File: src/rtl/eth_pcs_pkg.sv
// Shared constants for the 64b/66b PCS transmit path.
//   N_CHANNELS : XGMII lanes carried per transfer
//   W_BYTE     : bits per XGMII lane
//   W_DATA     : payload bits per transfer (half a 64-bit block)
//   W_SYNC     : sync header width
//   SYNC_DATA / SYNC_CTRL : the two legal sync header values
package eth_pcs_pkg;
    localparam int N_CHANNELS = 4;
    localparam int W_BYTE     = 8;
    localparam int W_DATA     = 32;
    localparam int W_SYNC     = 2;

    localparam logic [W_SYNC-1:0] SYNC_DATA = 2'b01;
    localparam logic [W_SYNC-1:0] SYNC_CTRL = 2'b10;
endpackage

File: src/rtl/eth_pcs_64_66_encoder.sv
// 64b/66b block encoder fed by a 32-bit XGMII half-rate interface.
// Two enabled transfers (phase 0 = lanes 0-3, phase 1 = lanes 4-7) form one
// 64-bit block, which is classified, run through the transmit state machine
// and emitted as a sync header plus two 32-bit payload halves.
//
// Ports:
//   i_clk         : clock
//   i_reset_n     : asynchronous active-low reset
//   i_clk_en      : gearbox cycle enable, nothing advances while low
//   i_xgmii_ctrl  : per-lane control flags, lane 0 = bit 0
//   i_xgmii_data  : per-lane bytes, lane k at [8k+7:8k]
//   o_hdr_valid   : high on the transfer carrying payload[31:0] of a block
//   o_hdr         : sync header of the current block
//   o_data        : unscrambled payload half
module eth_pcs_64_66_encoder
    import eth_pcs_pkg::*;
(
    input  logic                         i_clk,
    input  logic                         i_reset_n,
    input  logic                         i_clk_en,
    input  logic [N_CHANNELS-1:0]        i_xgmii_ctrl,
    input  logic [N_CHANNELS*W_BYTE-1:0] i_xgmii_data,
    output logic                         o_hdr_valid,
    output logic [W_SYNC-1:0]            o_hdr,
    output logic [W_DATA-1:0]            o_data
);
    localparam int N_LANES = 2 * N_CHANNELS;
    localparam int W_BLOCK = 2 * W_DATA;

    localparam logic [7:0] XG_IDLE  = 8'h07;
    localparam logic [7:0] XG_START = 8'hFB;
    localparam logic [7:0] XG_TERM  = 8'hFD;
    localparam logic [7:0] XG_ERROR = 8'hFE;

    localparam logic [6:0] CODE_IDLE  = 7'h00;
    localparam logic [6:0] CODE_ERROR = 7'h1E;

    localparam logic [7:0] TYPE_CTRL = 8'h1E;
    localparam logic [7:0] TYPE_S0   = 8'h78;
    localparam logic [7:0] TYPE_S4   = 8'h33;

    localparam logic [W_BLOCK-1:0] EBLOCK = {{N_LANES{CODE_ERROR}}, TYPE_CTRL};

    typedef enum logic [2:0] {TX_INIT, TX_C, TX_D, TX_T, TX_E} tx_state_t;
    typedef enum logic [2:0] {CLS_C, CLS_S, CLS_D, CLS_T, CLS_E} blk_class_t;

    logic                         phase;
    logic [N_CHANNELS-1:0]        lane_ctrl_p0;
    logic [N_CHANNELS*W_BYTE-1:0] lane_data_p0;
    logic [N_LANES-1:0]           blk_ctrl;
    logic [W_BLOCK-1:0]           blk_data;
    logic [N_LANES-1:0]           lane_idle;
    logic [N_LANES-1:0]           lane_err;
    blk_class_t                   blk_class;
    logic [W_BLOCK-1:0]           enc_payload;
    tx_state_t                    state;
    tx_state_t                    state_next;
    logic [W_BLOCK-1:0]           blk_p1;
    logic [W_SYNC-1:0]            hdr_p1;
    logic                         vld_p1;

    function automatic logic [7:0] term_type(input logic [2:0] n);
        case (n)
            3'd0:    return 8'h87;
            3'd1:    return 8'h99;
            3'd2:    return 8'hAA;
            3'd3:    return 8'hB4;
            3'd4:    return 8'hCC;
            3'd5:    return 8'hD2;
            3'd6:    return 8'hE1;
            default: return 8'hFF;
        endcase
    endfunction

    // Data bytes ahead of a terminate in lane n; the pad bits and the
    // trailing idle codes are all zero, so everything above stays 0.
    function automatic logic [55:0] term_bytes(input logic [W_BLOCK-1:0] data, input int n);
        logic [55:0] r;
        r = '0;
        for (int i = 0; i < N_LANES - 1; i++) begin
            if (i < n) r[i*W_BYTE +: W_BYTE] = data[i*W_BYTE +: W_BYTE];
        end
        return r;
    endfunction

    assign blk_ctrl = {i_xgmii_ctrl, lane_ctrl_p0};
    assign blk_data = {i_xgmii_data, lane_data_p0};

    always_comb begin
        lane_idle = '0;
        lane_err  = '0;
        for (int k = 0; k < N_LANES; k++) begin
            lane_idle[k] = blk_ctrl[k] && (blk_data[k*W_BYTE +: W_BYTE] == XG_IDLE);
            lane_err[k]  = blk_ctrl[k] && (blk_data[k*W_BYTE +: W_BYTE] == XG_ERROR);
        end
    end

    // Block classification and encoding. Anything that does not match one
    // of the recognised layouts exactly falls through as class E.
    always_comb begin
        blk_class   = CLS_E;
        enc_payload = '0;
        if (blk_ctrl == '0) begin
            blk_class   = CLS_D;
            enc_payload = blk_data;
        end else if (&(lane_idle | lane_err)) begin
            blk_class        = CLS_C;
            enc_payload[7:0] = TYPE_CTRL;
            for (int k = 0; k < N_LANES; k++) begin
                enc_payload[8 + 7*k +: 7] = lane_err[k] ? CODE_ERROR : CODE_IDLE;
            end
        end else if (blk_ctrl == 8'h01 && blk_data[7:0] == XG_START) begin
            blk_class   = CLS_S;
            enc_payload = {blk_data[63:8], TYPE_S0};
        end else if (blk_ctrl == 8'h1F && (&lane_idle[3:0]) && blk_data[39:32] == XG_START) begin
            blk_class   = CLS_S;
            enc_payload = {blk_data[63:40], 32'h0, TYPE_S4};
        end else begin
            for (int n = 0; n < N_LANES; n++) begin
                if (blk_ctrl == 8'(8'hFF << n)
                    && blk_data[n*W_BYTE +: W_BYTE] == XG_TERM
                    && ((lane_idle & 8'(8'hFE << n)) == 8'(8'hFE << n))) begin
                    blk_class   = CLS_T;
                    enc_payload = {term_bytes(blk_data, n), term_type(3'(n))};
                end
            end
        end
    end

    always_comb begin
        state_next = state;
        case (state)
            TX_INIT, TX_C, TX_T: begin
                if (blk_class == CLS_C)      state_next = TX_C;
                else if (blk_class == CLS_S) state_next = TX_D;
                else                         state_next = TX_E;
            end
            TX_D: begin
                if (blk_class == CLS_D)      state_next = TX_D;
                else if (blk_class == CLS_T) state_next = TX_T;
                else                         state_next = TX_E;
            end
            TX_E: begin
                if (blk_class == CLS_C)      state_next = TX_C;
                else if (blk_class == CLS_D) state_next = TX_D;
                else if (blk_class == CLS_T) state_next = TX_T;
                else                         state_next = TX_E;
            end
            default: state_next = TX_E;
        endcase
    end

    always_ff @(posedge i_clk or negedge i_reset_n) begin
        if (!i_reset_n) begin
            state <= TX_INIT;
        end else if (i_clk_en && phase) begin
            state <= state_next;
        end
    end

    // Stage p0: hold lanes 0-3 until the second half of the block arrives.
    always_ff @(posedge i_clk) begin
        if (i_clk_en && !phase) begin
            lane_ctrl_p0 <= i_xgmii_ctrl;
            lane_data_p0 <= i_xgmii_data;
        end
    end

    // Stage p1: encoded block register; then the output register, which
    // serialises the block as low half (with header valid) then high half.
    always_ff @(posedge i_clk or negedge i_reset_n) begin
        if (!i_reset_n) begin
            phase       <= 1'b0;
            blk_p1      <= '0;
            hdr_p1      <= SYNC_CTRL;
            vld_p1      <= 1'b0;
            o_hdr_valid <= 1'b0;
            o_hdr       <= SYNC_CTRL;
            o_data      <= '0;
        end else if (i_clk_en) begin
            phase <= ~phase;
            if (!phase) begin
                o_hdr_valid <= vld_p1;
                o_hdr       <= hdr_p1;
                o_data      <= blk_p1[W_DATA-1:0];
            end else begin
                o_hdr_valid <= 1'b0;
                o_data      <= blk_p1[W_BLOCK-1:W_DATA];
                vld_p1      <= 1'b1;
                if (state_next == TX_E) begin
                    blk_p1 <= EBLOCK;
                    hdr_p1 <= SYNC_CTRL;
                end else begin
                    blk_p1 <= enc_payload;
                    hdr_p1 <= (blk_class == CLS_D) ? SYNC_DATA : SYNC_CTRL;
                end
            end
        end
    end

endmodule
File: config.mk
export PLATFORM = sky130hd
export DESIGN_NAME = eth_pcs_64_66_encoder
export DESIGN_NICKNAME = d
export VERILOG_FILES = /design/src/rtl/eth_pcs_pkg.sv /design/src/rtl/eth_pcs_64_66_encoder.sv
export SDC_FILE = /design/constraint.sdc
export NUM_CORES = 1
export LEC_CHECK = 0
export CAP_MARGIN = 20
export CORE_MARGIN = 5
export CORE_UTILIZATION = 45
export DETAILED_ROUTE_END_ITERATION = 8
export DONT_BUFFER_PORTS = 1
export GPL_ROUTABILITY_DRIVEN = 0
export SLEW_MARGIN = 20
export SYNTH_ARGS = -nofsm -noshare
export SYNTH_HDL_FRONTEND = slang
export SYNTH_SLANG_ARGS = --single-unit
export TNS_END_PERCENT = 1
File: constraint.sdc
create_clock -name i_clk -period 6.2 [get_ports i_clk]
set_input_delay 1.55 -clock i_clk [delete_from_list [all_inputs] [get_ports i_clk]]
set_output_delay 1.55 -clock i_clk [all_outputs]
set_load 0.05 [all_outputs]
Word level (Yosys, flattened, before mapping) --
Cells that the tools add are included.
Word-level totals: flip-flop bits (word level) 142, input bits 39, output and inout bits 35, word-level logic and storage cells 150
Operators by class: equal/unequal tests 50, mux-type cells 43, bitwise operators 2, reduce and logical (&&, ||, !) cells 45
Operator list (count):
- $mux 64 | 12
- $eq 8x8->1 const B | 26
- $eq 8x3->1 const B | 8
- $mux 3 | 17
- $mux 5 | 8
- $logic_and 1x1->1 | 36
- $mux 32 | 1
- $eq 3x2->1 const B | 4
- $eq 3x3->1 const B | 3
- $pmux 3 s3 | 1
- $eq 8x1->1 const B | 1
- $eq 8x5->1 const B | 1
- $logic_not 8->1 | 1
- $mux 8 | 1
- $or 8x8->8 | 1
- $reduce_and 8->1 | 1
- $eq 7x7->1 const B | 1
- $eq 3x1->1 const B | 2
- $eq 6x6->1 const B | 1
- $logic_not 3->1 | 2
- $eq 5x5->1 const B | 1
- $eq 4x4->1 const B | 1
- $mux 2 | 2
- $reduce_and 2->1 | 2
- 6 further kinds | 6

Longest topological paths before layout --
Gate-level depths: netlist of run 1.
word-level depth 23, depth in mapped cells 11, mapped depth without buffers 8

Worst setup path after synthesis of run 1 --
No wires, ideal clock.
kind input -> register, start point input i_xgmii_data[4], end point register blk_p1[40], library setup time 0.124 ns, arrival 4.068 ns, data required time 6.076 ns, slack 2.008 ns, cell stages on the path 10, path buffers 2, cell sequence or4_1 -> or3b_1 -> mux2_4 -> or4_4 -> nor3_4 -> a22oi_2 -> o21ai_2 -> buf_6 -> buf_6 -> a21oi_1
Between the ends: longest elaborated chain between the ends 23, elaborated cells between the ends (all ways) 54, those cells by class 12 x eq/ne; 30 x mux; 1 x bitwise; 11 x reduce/logical
Ends and longest elaborated chain:
- start: declaration | line eth_pcs_64_66_encoder.sv:22 | input logic [N_CHANNELS*W_BYTE-1:0] i_xgmii_data,
- $eq 8x3->1 | line eth_pcs_64_66_encoder.sv:93 | lane_idle[k] = blk_ctrl[k] && (blk_data[k*W_BYTE +: W_BYTE] == XG_IDLE);
- $logic_and 1x1->1 | line eth_pcs_64_66_encoder.sv:93
- $eq 7x7->1 | line eth_pcs_64_66_encoder.sv:122 | && ((lane_idle & 8'(8'hFE << n)) == 8'(8'hFE << n))) begin
- $logic_and 1x1->1 | line eth_pcs_64_66_encoder.sv:122
- $mux 3 (8 in a row) | line eth_pcs_64_66_encoder.sv:120 | if (blk_ctrl == 8'(8'hFF << n)
- $mux 3 | line eth_pcs_64_66_encoder.sv:115 | end else if (blk_ctrl == 8'h1F && (&lane_idle[3:0]) && blk_data[39:32] == XG_START) begin
- $mux 3 | line eth_pcs_64_66_encoder.sv:112 | end else if (blk_ctrl == 8'h01 && blk_data[7:0] == XG_START) begin
- $mux 3 | line eth_pcs_64_66_encoder.sv:106 | end else if (&(lane_idle | lane_err)) begin
- $mux 3 | line eth_pcs_64_66_encoder.sv:103 | if (blk_ctrl == '0) begin
- $eq 3x2->1 | line eth_pcs_64_66_encoder.sv:140, eth_pcs_64_66_encoder.sv:146
- $mux 3 | line eth_pcs_64_66_encoder.sv:140, eth_pcs_64_66_encoder.sv:146
- $mux 3 | line eth_pcs_64_66_encoder.sv:139 | if (blk_class == CLS_D) state_next = TX_D;
- $mux 3 | line eth_pcs_64_66_encoder.sv:144 | if (blk_class == CLS_C) state_next = TX_C;
- $pmux 3 s3 | line eth_pcs_64_66_encoder.sv:132 | case (state)
- $eq 3x3->1 | line eth_pcs_64_66_encoder.sv:190 | if (state_next == TX_E) begin
- $mux 64 (*) | line eth_pcs_64_66_encoder.sv:190
- end signal: assignment | line eth_pcs_64_66_encoder.sv:194 | blk_p1 <= enc_payload;
- end: declaration | line eth_pcs_64_66_encoder.sv:58 | logic [W_BLOCK-1:0] blk_p1;
Every way passes the cells marked *; elsewhere a longest branch is shown, timed or not. A chain may end at the register's enable or synchronous reset.

Worst setup path after layout of run 1 --
start point input i_xgmii_data[11], end point register hdr_p1[0]
Between the ends: longest elaborated chain between the ends 23, elaborated cells between the ends (all ways) 44, those cells by class 12 x eq/ne; 20 x mux; 1 x bitwise; 11 x reduce/logical
Ends and longest elaborated chain:
- $eq 8x3->1 | line eth_pcs_64_66_encoder.sv:93
- $logic_and 1x1->1 | line eth_pcs_64_66_encoder.sv:93
- $eq 7x7->1 | line eth_pcs_64_66_encoder.sv:122
- $logic_and 1x1->1 | line eth_pcs_64_66_encoder.sv:122
- $mux 3 (8 in a row) | line eth_pcs_64_66_encoder.sv:120
- $mux 3 | line eth_pcs_64_66_encoder.sv:115
- $mux 3 | line eth_pcs_64_66_encoder.sv:112
- $mux 3 (*) | line eth_pcs_64_66_encoder.sv:106
- $mux 3 (*) | line eth_pcs_64_66_encoder.sv:103
- $eq 3x2->1 | line eth_pcs_64_66_encoder.sv:140, eth_pcs_64_66_encoder.sv:146
- $mux 3 | line eth_pcs_64_66_encoder.sv:140, eth_pcs_64_66_encoder.sv:146
- $mux 3 | line eth_pcs_64_66_encoder.sv:139
- $mux 3 | line eth_pcs_64_66_encoder.sv:144
- $pmux 3 s3 | line eth_pcs_64_66_encoder.sv:132
- $eq 3x3->1 | line eth_pcs_64_66_encoder.sv:190
- $mux 2 (*) | line eth_pcs_64_66_encoder.sv:190
- end signal: assignment | line eth_pcs_64_66_encoder.sv:195 | hdr_p1 <= (blk_class == CLS_D) ? SYNC_DATA : SYNC_CTRL;
- end: declaration | line eth_pcs_64_66_encoder.sv:59 | logic [W_SYNC-1:0] hdr_p1;
Marks and branches as above.

==> results of run 1 <==
==> per-layer routing <==
| layer | routed length (um) | up-vias | GRT usage (%) |
|---|---|---|---|
| li1 | - | 2626 | - |
| met1 | 9640 | 2853 | 37.28 |
| met2 | 9010 | 393 | 33.49 |
| met3 | 2565 | 75 | 8.122 |
| met4 | 744 | 0 | 8.484 |
| met5 | 0 | - | 0 |
==> through the flow <==
stage | cells | instance area, um^2
after detailed placement | 860 | 7126
after floorplan | 704 | 6999
final | 893 | 7709
after global routing | 893 | 7709
after CTS | 892 | 7689
after global placement | 860 | 7126
==> power by group through the flow <==
stage	Combinational [W]	Clock, W	Sequential [W]
3_3_place_gp	0.000380	0	0.00152
3_5_place_dp	0.000384	0	0.00153
4_1_cts	0.000387	0.000993	0.00151
2_1_floorplan	0.000311	0	0.00146
5_1_grt	0.000435	0.00104	0.00152
6_report	0.000396	0.000978	0.00151
==> critical path, delay by kind of cell <==
kind            cells  cell delay, ns
simple gates        4            1.61
compound gates      4            1.44
==> Yosys cell counts, types with 5 or more instances <==
master    number  area share (%)
a21o_1         5            0.54
a22o_1         5            0.63
inv_1          5            0.27
nand3_1       16             1.1
and3_1         8            0.72
nor3_1        14             1.0
nor2b_1        5            0.45
nand4_1       16             1.4
nor2_1        96             5.1
nand2b_1       6            0.54
a31oi_1       14             1.3
a21oi_1       62             4.4
o21ai_0       40             2.9
mux2i_1       32             4.6
and2_1         5            0.45
nor4_1        10            0.89
dfrtp_1      104              37
edfxtp_1      36              15
buf_1          5            0.27
a221oi_1      10             1.3
clkbuf_1      29             1.6
nor4b_1        7            0.88
or4_1         15             1.6
nand2_1       57             3.1
or3_1          5            0.45
a22oi_1       37             4.0
==> cell families (layout without fill, tap and decap cells) <==
group	count (synthesis)	in the layout	synth area share, %
compound gates	198	198	17.79
mux	37	37	5.434
simple gates	284	284	20.79
xor+xnor	1	1	0.1252
flops	142	142	53.38
buf+inv	42	43	2.485
==> placed cells by master, fill, tap and decap left out, types with 4 or more instances in the layout <==
cell type | synthesis | routed
dfrtp_1 | 104 | 103
nor2_1 | 96 | 96
a21oi_1 | 62 | 62
nand2_1 | 57 | 57
o21ai_0 | 40 | 40
a22oi_1 | 37 | 37
edfxtp_1 | 36 | 36
mux2i_1 | 32 | 32
clkbuf_16 | 0 | 17
nand4_1 | 16 | 16
nand3_1 | 16 | 16
or4_1 | 15 | 15
nor3_1 | 14 | 14
a31oi_1 | 14 | 14
nor4_1 | 10 | 10
a221oi_1 | 10 | 10
and3_1 | 8 | 8
nor4b_1 | 7 | 7
and2_1 | 5 | 6
nand2b_1 | 6 | 6
inv_1 | 5 | 5
or3_1 | 5 | 5
a21o_1 | 5 | 5
a22o_1 | 5 | 5
clkinv_2 | 0 | 5
buf_4 | 0 | 5
nor2b_1 | 5 | 4
mux2_2 | 4 | 4
and4_1 | 4 | 4
or2_2 | 4 | 4
==> state kept, by name, summed over array words and instances (netlist names), 2 cells and up <==
register	flops
state	3
hdr_p1	2
o_data	32
lane_ctrl_p0	4
o_hdr	2
blk_p1	64
lane_data_p0	32
==> worst paths after layout <==
path,to,depth (start not counted)
worst max-delay path,hdr_p1[0],8
worst min-delay path,vld_p1,1
worst max register to register,hdr_p1[0],8
worst min register to register,vld_p1,1
max in group asynchronous,o_hdr[1],0
min in group asynchronous,blk_p1[35],0
==> final cells by class <==
type                    count  area (um^2)  share of cell area [%]
well taps                 188        235.2                   3.051
clock inverters            13        110.1                   1.428
multi-input cells         520         3097                   40.17
repair buffers              6        57.56                  0.7466
flip-flops and latches    142         3737                   48.48
clock buffers              19        452.9                   5.876
inverters                   5        18.77                  0.2435
==> impl_metrics.ini, run 1 <==
[synthesis]
async_flop_share_pct = 74.65
netlist-cell-type-count = 60
ys_seq_area_share_pct = 53.38
synth.ff_latch_count = 142
synth_top_flop_cell = dfrtp_1
syn-mean-instance-area_um2 = 9.942
synth-edff-count = 36
synth_cells = 704
yosys_warnings = 0
synth_nets = 743
netlist_area_um2 = 6999

[clocking]
cts_max_path_buffers = 2
worst_skew_pair.late_latency_ns = 0.43
cts.clk_slew.worst_paths_ns = 0.06
cts_repair_resize_count = 0
total_setup_buffers_inserted_after_cts = 0
cts_buffers = 17
clockRootBuffer = clkbuf_16
post_cts_hold_buffer_count = 0
htree_levels = 4
clkSinkCount = 142
tritoncts = yes

[critical_path]
critical_path.reg2reg.startpoint = lane_ctrl_p0[1]
criticalPathCategory = input pin to flop
reg2reg_setup_slack_ns = 2.09
crit_path_cell_trace = nor4b_1 -> nand4_1 -> or4_1 -> a21oi_1 -> or3_1 -> o21ai_1 -> o21a_1 -> o21ai_0
delay_of_the_slowest_cell_on_the_worst_path_ns = 0.56
crit_slowest_cell = or4_1
critical_path_required_ns = 6.52
critical_path_peak_fanout = 28
critical_path.startpoint_type = input pin
cp_arrival_ns = 4.63
startpoint = i_xgmii_data[11]
critical_path.endpoint_type = flop

[final_layout]
area_growth_pct = 10.14
layout.nets = 731
post_route_cells_drive_above_1_share_pct = 8.652
core_utilization_of_the_finished_layout_pct = 50.71
num-fill-cells = 1403
antenna-diode-count = 0

[hold_path]
holdCritPathClass = flop to flop
min_from = vld_p1

[timing]
final.hold.worst_slack_ns = 0.4698
setup_total_negative_slack_ns = 0
layout_worst_path_cycle_share_pct = 69.41
skew_ns = 0.01346
final_max_tran_viols = 0
timing.fmax_mhz = 232.4
setup_violations = 0
grt_setup_unrepaired = no
period_minus_slack_ns = 4.303
relSlewSlack_pct = 27.55
worst_slew_pin_slew_ns = 1.087
hold_violations = 0
layout_setup_ws_ns = 1.897

[power_and_ir_drop]
pwr-share-comb_pct = 13.7
static_leakage_nw = 2.862
power_switching_share_pct = 36.71
power.clock.fraction_pct = 33.9
power-per-cell-area_nw_per_um2 = 374.2
cell_internal_pwr_w = 0.001826
power.total_w = 0.002884
ir_drop_v = 0.0001654
share_seq_of_total_power_pct = 52.4
netSwitchingPower_w = 0.001059

[routing]
remaining_drc_errors = 0
drc_violation_total_after_the_first_tritonroute_iteration = 902
post_drt_via_cell_ratio = 6.660
antenna_left = 0
vias = 5947
avg_wl_per_cell_um = 24.59
pre_antenna_drt_iters = 8
total_wire_length_um = 21960

[floorplanning]
initial_utilization_pct = 46.04
ios = 74
die_height_um = 134.7
fp.dieW_um = 134.7
rows = 45
core_area_um2 = 15200
fp.dieArea_um2 = 18150

[run_status]
run_status = finished, final reports clean

[placement]
detailedPlace.worstSlack_ns = 1.605
place.port_buffers = 0
dpl.hpwl_um = 15510

[global_route]
grt_pass1_vias = 5677
grt_first_pass_wirelength_um = 34580
grt_max_degree = 107
gr-usage-all-layers_pct = 24.83
antenna_found_initial = 0
grt_remaining_overflow = 0

[flow_run]
max_cap_violations = 0
Note: power is estimated with default switching activity, not from simulation.
==> inputs of run 2 (changes only) <==
Clock period 6.2 ns to 3.7 ns, I/O delays scaled along.
==> impl_metrics.ini, run 2 (synthesized netlist as in run 1, its figures left out) <==
[run_status]
run_status = finished, final reports clean

[floorplanning]
core_area_um2 = 15200
die_height_um = 134.7
rows = 45
fp.dieW_um = 134.7
initial_utilization_pct = 46.04
fp.dieArea_um2 = 18150
ios = 74

[routing]
drc_violation_total_after_the_first_tritonroute_iteration = 1077
pre_antenna_drt_iters = 8
remaining_drc_errors = 0
avg_wl_per_cell_um = 23.82
vias = 6046
post_drt_via_cell_ratio = 6.629
antenna_left = 0
total_wire_length_um = 21720

[final_layout]
num-fill-cells = 1389
multi_input_comb_area_um2 = 3097
mostFrequentLayoutCell = dfrtp_1
antenna-diode-count = 0
post_route_cells_drive_above_1_share_pct = 10.77
layout.area.seq_um2 = 3737
top_flop_regs = blk_p1 x64, lane_data_p0 x32, o_data x32
area_growth_pct = 12.91
largest_register = blk_p1
layout.cells.most_common_list = 103 x dfrtp_1, 96 x nor2_1, 62 x a21oi_1, 57 x nand2_1, 40 x o21ai_0
layout.nets = 751
largest_register_ff_count = 64

[timing]
setup_total_negative_slack_ns = 0
skew_ns = 0.006214
worst_slew_pin_slew_ns = 0.7821
relSlewSlack_pct = 47.75
grt_setup_unrepaired = no
hold_violations = 0
layout_worst_path_cycle_share_pct = 92.18
setup_violations = 0
final_max_tran_viols = 0
timing.fmax_mhz = 293.2
period_minus_slack_ns = 3.411

[power_and_ir_drop]
power-per-cell-area_nw_per_um2 = 619.5
power.total_w = 0.004895
ir_drop_v = 0.0003247
static_leakage_nw = 2.975

[global_route]
grt_remaining_overflow = 0
grt_max_degree = 107
grt_first_pass_wirelength_um = 34180
antenna_found_initial = 0
gr-usage-all-layers_pct = 24.51
grt_pass1_vias = 5719

[hold_path]
holdCritPathClass = input pin to asynchronous set/reset pin

[critical_path]
critical_path.endpoint_type = flop
crit_path_frequent_cell = or4_1
reg2reg_setup_slack_ns = 0.29
critical_path.reg2reg.startpoint = lane_data_p0[29]
critical_path.startpoint_type = flop
delay_of_the_slowest_cell_on_the_worst_path_ns = 0.64
crit_slowest_cell = or4_1
critical_path_peak_fanout = 29
reg2regPathDepth = 9
crit_path_cell_trace = nor4b_1 -> nand2_1 -> or4_1 -> or4_1 -> o21ai_1 -> a22oi_2 -> o21ai_2 -> buf_12 -> a31oi_1
cp_arrival_ns = 3.71
critical_path_required_ns = 4.00
reg2reg_to = blk_p1[9]
startpoint = lane_data_p0[29]
criticalPathCategory = flop to flop

[clocking]
cts_max_path_buffers = 2
clockRootBuffer = clkbuf_16
cts.clk_slew.worst_paths_ns = 0.06
cts_repair_resize_count = 0
tritoncts = yes
cts_buffers = 17
post_cts_hold_buffer_count = 0
clkSinkCount = 142
htree_levels = 4
total_setup_buffers_inserted_after_cts = 0
worst_skew_pair.late_latency_ns = 0.43

[placement]
dpl.hpwl_um = 15810
place.port_buffers = 0

[flow_run]
max_cap_violations = 0
==> run 2: how the worst max path moves through the flow <==
stage / endpoint / cells past startpoint
final: blk_p1[9] / 9
after global routing: blk_p1[16] / 9
after CTS: blk_p1[9] / 9
after detailed placement: blk_p1[9] / 9
after global placement: blk_p1[39] / 9
after floorplan: blk_p1[40] / 10
==> run 2: worst max-delay path, delay by kind of cell (launching register included) <==
family	cells	cell delay (ns)
compound gates	4	0.60
buf+inv	1	0.20
simple gates	4	1.92
flops	1	0.54
==> run 2: through the flow <==
stage	cells	instance area (um^2)	util, %	setup slack (ns)	hold slack, ns
finish	912	7903	51.98	0.2892	0.1904
global route	912	7903	51.98	0.1452	0.1763
CTS	912	7903	51.98	0.3177	0.1855
detailed placement	881	7321	48.16	0.03612	0.4579
global placement	881	7321	48.16	0.07248	0.4514
floorplan	704	6999	-	0.1331	0.4346
==> run 2: metal layers <==
layer | vias to the layer above | global-route usage, % | routed length, um
met5 | - | 0 | 0
met4 | 0 | 8.654 | 893
met3 | 103 | 8.942 | 2850
met2 | 438 | 33.77 | 8836
met1 | 2843 | 35.48 | 9143
li1 | 2662 | - | -
==> run 2: power breakdown <==
group	internal [W]	switching (W)
combinational	0.000263	0.000388
sequential	0.00184	0.000707
clock	0.00104	0.000654
==> run 2: final cells by class <==
class | instances | area share (%)
flip-flops and latches | 142 | 47.29
multi-input cells | 520 | 39.19
clock buffers | 22 | 6.001
well taps | 188 | 2.977
repair buffers | 26 | 2.945
clock inverters | 9 | 1.362
inverters | 5 | 0.2375
==> inputs of run 3 (changes only) <==
Settings changed: CORE_ASPECT_RATIO set to 1.75.
==> impl_metrics.ini, run 3 (synthesized netlist as in run 1, its figures left out) <==
[critical_path]
critical_path.startpoint_type = flop
criticalPathCategory = flop to flop
critical_path_required_ns = 3.99
reg2regPathDepth = 9
critical_path.endpoint_type = flop
critical_path_peak_fanout = 29
cp_arrival_ns = 3.65

[timing]
final_max_tran_viols = 0
timing.fmax_mhz = 298.0
worst_slew_pin_slew_ns = 0.8064
setup_violations = 0
hold_violations = 0
relSlewSlack_pct = 46.13
setup_total_negative_slack_ns = 0
layout_setup_ws_ns = 0.3447
layout_worst_path_cycle_share_pct = 90.68
grt_setup_unrepaired = no
skew_ns = 0.01457
period_minus_slack_ns = 3.355

[floorplanning]
rows = 60
die_height_um = 175.0
fp.dieArea_um2 = 18250
initial_utilization_pct = 45.70
core_area_um2 = 15310
fp.dieW_um = 104.3
ios = 74

[final_layout]
largest_register_ff_count = 64
area_growth_pct = 13.57
antenna-diode-count = 0
layout.cells.most_common_list = 103 x dfrtp_1, 96 x nor2_1, 62 x a21oi_1, 57 x nand2_1, 40 x o21ai_0
top_flop_regs = blk_p1 x64, lane_data_p0 x32, o_data x32
post_route_cells_drive_above_1_share_pct = 11.68
core_utilization_of_the_finished_layout_pct = 51.90
mostFrequentLayoutCell = dfrtp_1
layout.nets = 754
largest_register = blk_p1

[routing]
vias = 6040
antenna_left = 0
maxUsedRoutingLayer = met4
drc_violation_total_after_the_first_tritonroute_iteration = 527
total_wire_length_um = 22490
met2RoutedLength_um = 10630
post_drt_via_cell_ratio = 6.608
pre_antenna_drt_iters = 7
met1Wirelength_um = 8351
wire_length_on_met3_um = 1989
avg_wl_per_cell_um = 24.61
remaining_drc_errors = 0

[clocking]
clockRootBuffer = clkbuf_16
clkSinkCount = 142
cts_max_path_buffers = 2
cts_buffers = 17
total_setup_buffers_inserted_after_cts = 0
htree_levels = 4
worst_skew_pair.late_latency_ns = 0.43
cts.clk_slew.worst_paths_ns = 0.07
post_cts_hold_buffer_count = 0
tritoncts = yes

[power_and_ir_drop]
ir_drop_v = 0.0003672
static_leakage_nw = 2.997
power-per-cell-area_nw_per_um2 = 622.7

[global_route]
antenna_found_initial = 0
grt_first_pass_wirelength_um = 35290
gr-usage-all-layers_pct = 24.83
grt_max_degree = 107
grt_pass1_vias = 6053
grt_remaining_overflow = 0

[hold_path]
holdCritPathClass = input pin to asynchronous set/reset pin

[flow_run]
max_cap_violations = 0

[placement]
place.port_buffers = 0
detailedPlace.worstSlack_ns = 0.005769
dpl.hpwl_um = 16520

[run_status]
run_status = finished, final reports clean
## run 3: changes by cell type in the layout (fill, tap and decap cells not counted), moves of 2 or more
cell      previous run  this run
inv_6                1         7
buf_4               23        26
clkbuf_1             2         0
clkbuf_8             3         1
clkinv_2             2         0
inv_4                2         0
inv_8                0         2
## run 3: worst max-delay path: stages, from the launching register on
cell	delay [ns]
edfxtp_1	0.51
nor4b_2	0.54
nand2_1	0.13
or4_1	0.65
or4_1	0.55
o21ai_1	0.20
a22oi_2	0.12
o21ai_2	0.18
buf_12	0.21
a31oi_1	0.10
## run 3: worst paths after layout
kind / from / to / slack (ns)
min in group i_clk: vld_p1 / vld_p1 / 0.47
max in group asynchronous: i_reset_n / o_hdr[1] / 3.26
hold reg to reg: vld_p1 / vld_p1 / 0.47
setup reg to reg: lane_data_p0[25] / blk_p1[46] / 0.34
setup / recovery: lane_data_p0[25] / blk_p1[46] / 0.34
hold / removal: i_reset_n / o_data[7] / 0.19
## run 3: area by class of cell
cell class,instances,area [um^2]
fillers,1428,7366
flip-flops and latches,142,3737
multi-input cells,520,3103
clock buffers,19,464.2
repair buffers,29,255.2
well taps,186,232.7
clock inverters,13,137.6
inverters,5,18.77
## run 3: per-stage QoR
step | hold WS [ns] | std cells | power (W) | cell area (um^2)
finish | 0.1871 | 914 | 0.004950 | 7949
global route | 0.1681 | 914 | 0.005135 | 7949
CTS | 0.1757 | 914 | 0.004969 | 7943
detailed placement | 0.4521 | 882 | 0.003227 | 7341
global placement | 0.4498 | 882 | 0.003217 | 7341
floorplan | 0.4346 | 704 | 0.002976 | 6999
## run 3: power breakdown
part | total, W | internal, W | switching, W
sequential | 0.00254 | 0.00184 | 0.000700
clock | 0.00174 | 0.00101 | 0.000735
combinational | 0.000668 | 0.000270 | 0.000398
## run 3: repair_timing
| item | 4_1_cts | 5_1_grt |
|---|---|---|
| endpoints found under the hold margin | 0 | 0 |
| gates resized for setup | 0 | 1 |
| endpoints found under the setup margin | 0 | 29 |
## run 3: routing by layer
metal,vias up,global-route usage [%]
li1,2675,-
met1,2859,30.52
met2,383,38.78
met3,123,6.617
met4,0,15.07
met5,-,0
